### config.mk
export PLATFORM = sky130hd
export DESIGN_NAME = shared_resource_arbiter_flat
export DESIGN_NICKNAME = d
export VERILOG_FILES = /design/src/rtl/shared_resource_arbiter_if.sv /design/src/rtl/shared_resource_arbiter.sv /design/src/flat_wrapper.sv
export SDC_FILE = /design/constraint.sdc
export NUM_CORES = 1
export LEC_CHECK = 0
export CORE_UTILIZATION = 28
export CTS_CLUSTER_SIZE = 10
export DETAILED_ROUTE_END_ITERATION = 6
export DONT_BUFFER_PORTS = 1
export GPL_ROUTABILITY_DRIVEN = 1
export PLACE_DENSITY = 0.47
export SYNTH_ARGS = -nofsm -noshare
export SYNTH_HDL_FRONTEND = slang
export SYNTH_SLANG_ARGS = --single-unit
### constraint.sdc
create_clock -name clk -period 2.4 [get_ports clk]
set_input_delay 0.36 -clock clk [delete_from_list [all_inputs] [get_ports clk]]
set_output_delay 0.36 -clock clk [all_outputs]
set_load 0.005 [all_outputs]
### src/rtl/shared_resource_arbiter_if.sv
// Handshake bundle between the two pipeline requesters, the shared doubling
// resource, and the arbiter that sits in front of it.
interface shared_resource_arbiter_if #(
  parameter int DATA_W = 32
);
  logic [1:0]        req_valid;
  logic [DATA_W-1:0] req_data0;
  logic [DATA_W-1:0] req_data1;
  logic [1:0]        req_stall;
  logic [1:0]        res_in_valid;
  logic [DATA_W-1:0] res_in_data;
  logic [1:0]        res_out_valid;
  logic [DATA_W-1:0] res_out_data;
  logic [1:0]        rsp_valid;
  logic [DATA_W-1:0] rsp_data0;
  logic [DATA_W-1:0] rsp_data1;
  logic              proto_err;

  modport slave (
    input  req_valid, req_data0, req_data1, res_out_valid, res_out_data,
    output req_stall, res_in_valid, res_in_data, rsp_valid, rsp_data0,
           rsp_data1, proto_err
  );

  modport master (
    output req_valid, req_data0, req_data1, res_out_valid, res_out_data,
    input  req_stall, res_in_valid, res_in_data, rsp_valid, rsp_data0,
           rsp_data1, proto_err
  );
endinterface

### src/rtl/shared_resource_arbiter.sv
// Round-robin front end for the shared doubling resource: issues one tagged
// operand per cycle, routes tagged results back, and tracks per-requester credits.
module shared_resource_arbiter #(
  parameter int DATA_W  = 32,
  parameter int MAX_OUT = 2
) (
  input logic                     clk,
  input logic                     reset,
  shared_resource_arbiter_if.slave bus
);

  localparam int                CNT_W   = $clog2(MAX_OUT + 1);
  localparam logic [CNT_W-1:0]  CNT_MAX = CNT_W'(MAX_OUT);
  localparam logic [CNT_W-1:0]  CNT_ONE = CNT_W'(1);

  logic [CNT_W-1:0] cnt [2];
  logic             last_grant;
  logic [1:0]       eligible;
  logic [1:0]       grant;
  logic             ret_legal;
  logic [1:0]       ret_dec;

  always_comb begin
    eligible  = 2'b00;
    grant     = 2'b00;
    ret_legal = 1'b1;
    ret_dec   = 2'b00;

    eligible[0] = bus.req_valid[0] & (cnt[0] != CNT_MAX);
    eligible[1] = bus.req_valid[1] & (cnt[1] != CNT_MAX);

    case (eligible)
      2'b01:   grant = 2'b01;
      2'b10:   grant = 2'b10;
      2'b11:   grant = last_grant ? 2'b01 : 2'b10;
      default: grant = 2'b00;
    endcase

    // A return is only legal if it is one-hot and its requester has credit out.
    ret_legal = (bus.res_out_valid != 2'b11)
              && !(bus.res_out_valid[0] && (cnt[0] == '0))
              && !(bus.res_out_valid[1] && (cnt[1] == '0));
    ret_dec   = ret_legal ? bus.res_out_valid : 2'b00;
  end

  assign bus.req_stall = bus.req_valid & ~grant;

  always_ff @(posedge clk) begin
    if (reset) begin
      cnt[0]           <= '0;
      cnt[1]           <= '0;
      last_grant       <= 1'b1;
      bus.res_in_valid <= 2'b00;
      bus.res_in_data  <= '0;
      bus.rsp_valid    <= 2'b00;
      bus.rsp_data0    <= '0;
      bus.rsp_data1    <= '0;
      bus.proto_err    <= 1'b0;
    end else begin
      bus.res_in_valid <= grant;
      if (grant[0]) begin
        bus.res_in_data <= bus.req_data0;
      end else if (grant[1]) begin
        bus.res_in_data <= bus.req_data1;
      end

      if (grant != 2'b00) begin
        last_grant <= grant[1];
      end

      // Grant and legal return in the same cycle cancel out.
      for (int i = 0; i < 2; i++) begin
        case ({grant[i], ret_dec[i]})
          2'b10:   cnt[i] <= cnt[i] + CNT_ONE;
          2'b01:   cnt[i] <= cnt[i] - CNT_ONE;
          default: cnt[i] <= cnt[i];
        endcase
      end

      bus.rsp_valid <= ret_dec;
      if (bus.res_out_valid[0]) begin
        bus.rsp_data0 <= bus.res_out_data;
      end
      if (bus.res_out_valid[1]) begin
        bus.rsp_data1 <= bus.res_out_data;
      end

      bus.proto_err <= bus.proto_err | ~ret_legal;
    end
  end

endmodule
### src/flat_wrapper.sv
// flat-port wrapper written by rule: the top's interface ports become plain ports
module shared_resource_arbiter_flat 
#(
  parameter int DATA_W  = 32,
  parameter int MAX_OUT = 2
)
  (clk, reset, bus_req_valid, bus_req_data0, bus_req_data1, bus_res_out_valid, bus_res_out_data, bus_req_stall, bus_res_in_valid, bus_res_in_data, bus_rsp_valid, bus_rsp_data0, bus_rsp_data1, bus_proto_err);
  shared_resource_arbiter_if #(.DATA_W(DATA_W)) bus_i ();
  input logic clk;
  input logic reset;
  input wire logic [$bits(bus_i.req_valid)-1:0] bus_req_valid;
  input wire logic [$bits(bus_i.req_data0)-1:0] bus_req_data0;
  input wire logic [$bits(bus_i.req_data1)-1:0] bus_req_data1;
  input wire logic [$bits(bus_i.res_out_valid)-1:0] bus_res_out_valid;
  input wire logic [$bits(bus_i.res_out_data)-1:0] bus_res_out_data;
  output wire logic [$bits(bus_i.req_stall)-1:0] bus_req_stall;
  output wire logic [$bits(bus_i.res_in_valid)-1:0] bus_res_in_valid;
  output wire logic [$bits(bus_i.res_in_data)-1:0] bus_res_in_data;
  output wire logic [$bits(bus_i.rsp_valid)-1:0] bus_rsp_valid;
  output wire logic [$bits(bus_i.rsp_data0)-1:0] bus_rsp_data0;
  output wire logic [$bits(bus_i.rsp_data1)-1:0] bus_rsp_data1;
  output wire logic [$bits(bus_i.proto_err)-1:0] bus_proto_err;
  assign bus_i.req_valid = bus_req_valid;
  assign bus_i.req_data0 = bus_req_data0;
  assign bus_i.req_data1 = bus_req_data1;
  assign bus_i.res_out_valid = bus_res_out_valid;
  assign bus_i.res_out_data = bus_res_out_data;
  assign bus_req_stall = bus_i.req_stall;
  assign bus_res_in_valid = bus_i.res_in_valid;
  assign bus_res_in_data = bus_i.res_in_data;
  assign bus_rsp_valid = bus_i.rsp_valid;
  assign bus_rsp_data0 = bus_i.rsp_data0;
  assign bus_rsp_data1 = bus_i.rsp_data1;
  assign bus_proto_err = bus_i.proto_err;
  shared_resource_arbiter #(.DATA_W(DATA_W), .MAX_OUT(MAX_OUT)) u_core (.clk(clk), .reset(reset), .bus(bus_i));
endmodule
==> reports/qor_table.md <==
| Quantity | Reported | Unit |
|:---|:---|:---|
| Initial cell density of the core | 0.288 | - |
| Startpoint Class | register | - |
| Power density over the cells | 816 | nW/um^2 |
| Proportion of synthesized flip-flops having asynchronous set or reset | 0 | - |
| Count of input and output buffers | 0 | - |
| Post-route clock period utilization | 0.916 | - |
| First-pass GRT wire length | 19700 | um |
| Run status | completed | - |
| Area inside the core boundary | 16700 | sq um |
| Peak fanout along the critical path | 4 | - |
| Total global routing overflow | 0 | - |
| Synthesized area per cell | 9.85 | sq um |
| Type of element capturing the critical path | register | - |
| Actual slew at the worst max-slew pin | 0.421 | ns |
| Average via count per standard cell | 5.18 | - |
| Launch instance of the worst min-delay path | reset | - |
| Maximum level of the CTS H-tree | 3 | - |
| Top cells by count, synth | 106 x sky130_fd_sc_hd__nor2_1, 102 x sky130_fd_sc_hd__dfxtp_1, 64 x sky130_fd_sc_hd__mux2i_1 | - |
| Worst-Skew Late Latency | 0.35 | ns |
| Via count of the first global-routing pass | 3737 | - |
| Minimum hold slack | 0.0772 | ns |
| Clock transition at the register clock pins on the worst setup and hold paths after CTS | 0.08 | ns |
| Pin count of the biggest net entering global routing | 109 | - |
| Crit path time final | 2.20 | ns |
| Final Hold Violating Endpoints | 0 | - |
| Post-CTS Hold Buffers | 0 | - |
| Max IR drop VDD | 0.000334 | V |
| Number of flip-flops and latches in the synthesized netlist | 106 | - |
| Number of post-CTS setup repair buffers | 0 | - |
| Slew margin rel. | 0.720 | - |
| GR Util All Layers | 0.141 | - |
| Share of post-route cells with drive strength above 1 | 0.127 | - |
| Number of DRC markers in iteration 0 | 160 | - |
| Die X | 133 | um |
| Biggest area consumer among synthesized cells | sky130_fd_sc_hd__dfxtp_1 | - |
| Post-route antenna net violation count | 0 | - |
| Initial DRT Pass Iterations | 4 | - |
| Final Slew Violations | 0 | - |
| Number of nets in the synthesized netlist | 597 | - |
| Number of cell instances on the worst register-to-register path | 7 | - |
| Path category of the worst min-delay check | in -> reg | - |
| Power, Total | 4.32 | mW |
| Worst Path Arrival | 2.31 | ns |
| Hold depth | 1 | - |
| Total clock buffers created by CTS | 9 | - |
| Area grow syn2layout | 9.85 | % |
| Area of the multi-input gates | 2330 | sq um |
| Count of fill cells added during filler insertion | 1744 | - |
| Static leakage power | 2.29 | nW |
| Cells taking the most area after synthesis | sky130_fd_sc_hd__dfxtp_1 42%, sky130_fd_sc_hd__mux2i_1 13%, sky130_fd_sc_hd__a2111oi_2 8.7%, sky130_fd_sc_hd__nor2_1 8.3%, sky130_fd_sc_hd__a221oi_1 5.8% | - |
| Net count reported at finish | 569 | - |
| Upper clock frequency limit | 455 | MHz |
| Total Wirelength | 12500 | um |
| Routed WL per cell | 18.2 | um |
| Post-synth EDFFs | 4 | - |
| Maximum capacitance violations | 0 | - |
| Max clock buf depth | 2 | - |
| Synth Warn # | 0 | - |
| Sequential area share after synthesis | 0.449 | - |
| Worst path required time | 2.51 | ns |
| TritonCTS clock tree | built | - |
| Setup repair after global routing missed its margin | false | - |
| GP Congestion | 0.761 | - |
| Synth Instances | 489 | - |
| Number of antenna diodes | 0 | - |
| Cts repair resizes | 0 | - |
| Die Y-Extent | 133 | um |
| Clk_skew | 0.00787 | ns |
| Total number of placement rows | 47 | - |
| Synth top area share | 0.424 | - |
| I/O pin cnt | 205 | - |
| Dominant register cell in the synthesized netlist | sky130_fd_sc_hd__dfxtp_1 | - |
| Leading cell type by number of instances after synthesis | sky130_fd_sc_hd__nor2_1 | - |
| HPWL after detailed placement | 8350 | um |
| # DRC | 0 | - |
| Seq. cell area | 2160 | sq um |
| Category of the critical setup timing path | reg -> reg | - |
| Cell area after synthesis | 4810 | sq um |
| Critical R2R Launch | u_core.cnt[1][1]$_DFFE_PP_ | - |
| Buffer cell driving the clock tree root | sky130_fd_sc_hd__clkbuf_16 | - |
| Die outline area | 17700 | sq um |
| Post-synthesis cell type count | 32 | - |
| Startpoint of the worst setup timing path | u_core.cnt[1][1]$_DFFE_PP_ | - |
| Number of endpoints failing setup at the final stage | 0 | - |
| Total vias in the final route | 3555 | - |
| Number of antenna violations at the first check in global routing | 0 | - |
| TritonCTS Sinks | 106 | - |
through the flow:
step / setup TNS, ns / util / instances / setup slack (ns) / area [sq um]
final: 0 / 0.317 / 686 / 0.202 / 5290
after global routing: 0 / 0.317 / 686 / 0.0897 / 5290
after CTS: 0 / 0.317 / 686 / 0.182 / 5290
after detailed placement: 0 / 0.298 / 670 / 0.178 / 4970
after global placement: 0 / 0.298 / 670 / 0.268 / 4970
after floorplan: -0.0272 / - / 489 / -0.0272 / 4850
layout by cell type, fill, tap and decap left out, types with 3 or more instances in the layout:
cell type,Yosys,routed
sky130_fd_sc_hd__and3b_1,32,32
sky130_fd_sc_hd__nor3_1,3,3
sky130_fd_sc_hd__inv_1,39,39
sky130_fd_sc_hd__o21bai_1,3,3
sky130_fd_sc_hd__clkinv_8,0,3
sky130_fd_sc_hd__buf_4,0,7
sky130_fd_sc_hd__clkbuf_16,0,9
sky130_fd_sc_hd__a2111oi_2,28,28
sky130_fd_sc_hd__mux2i_1,64,64
sky130_fd_sc_hd__nor2_1,106,106
sky130_fd_sc_hd__ha_1,6,4
sky130_fd_sc_hd__a221oi_1,32,32
sky130_fd_sc_hd__a2111oi_0,4,4
sky130_fd_sc_hd__edfxtp_1,4,4
sky130_fd_sc_hd__dfxtp_1,102,102
registers in the layout (all words and copies together) (netlist names):
| register | cells |
|---|---|
| u_core.bus.rsp_data1 | 32 |
| u_core.bus.rsp_data0 | 32 |
| u_core.bus.res_in_data | 32 |
| u_core.bus.rsp_valid | 2 |
| u_core.bus.res_in_valid | 2 |
| u_core.bus.proto_err | 1 |
| u_core.cnt | 4 |
| u_core.last_grant | 1 |
kinds of logic (layout without fill, tap and decap cells):
logic type	after synthesis	after routing	share of synthesized area
AND/OR/NAND/NOR	152	152	0.158
flip-flops	106	106	0.449
buffers and inverters	86	63	0.0738
AO/OA/AOI/OAI	73	73	0.167
multiplexers	64	64	0.133
adder cells (fa/ha/maj)	6	6	0.0156
XOR/XNOR	2	2	0.00364
critical path, stage by stage (launching register included):
cell and delay, ns:
sky130_fd_sc_hd__edfxtp_1 0.41, sky130_fd_sc_hd__ha_2 0.20, sky130_fd_sc_hd__or3b_1 0.36, sky130_fd_sc_hd__and3_4 0.22, sky130_fd_sc_hd__ha_4 0.17, sky130_fd_sc_hd__nor4_4 0.27, sky130_fd_sc_hd__nor2_1 0.11, sky130_fd_sc_hd__a31o_2 0.21
per-layer routing:
layer	up-vias	part of all wire	track usage
li1	1669	-	-
met5	-	0	0
met1	1724	0.41	0.159
met2	153	0.47	0.236
met3	9	0.10	0.0575
met4	0	0.0098	0.0593
where the power goes:
group / internal (mW) / switching (mW) / total (mW)
clock: 0.753 / 0.767 / 1.52
sequential: 1.94 / 0.142 / 2.09
combinational: 0.347 / 0.364 / 0.712
total: 3.04 / 1.27 / 4.32
final cells by class:
cell class,instances,area share
repair buffers,7,0.00994
clock buffers,9,0.0426
flip-flops and latches,106,0.409
well taps,220,0.0520
inverters,40,0.0284
clock inverters,7,0.0173
multi-input cells,297,0.441
final timing paths:
check                                                                to  slack [ns]
worst min-delay path            u_core.bus.res_in_data[20]$_SDFFE_PP0P_        0.08
worst max-delay path                         u_core.cnt[1][1]$_DFFE_PP_        0.20
worst max register to register               u_core.cnt[1][1]$_DFFE_PP_        0.20
worst min register to register    u_core.bus.rsp_data1[27]$_SDFFE_PP0P_        0.53
Note: power is estimated with default switching activity, not from simulation.
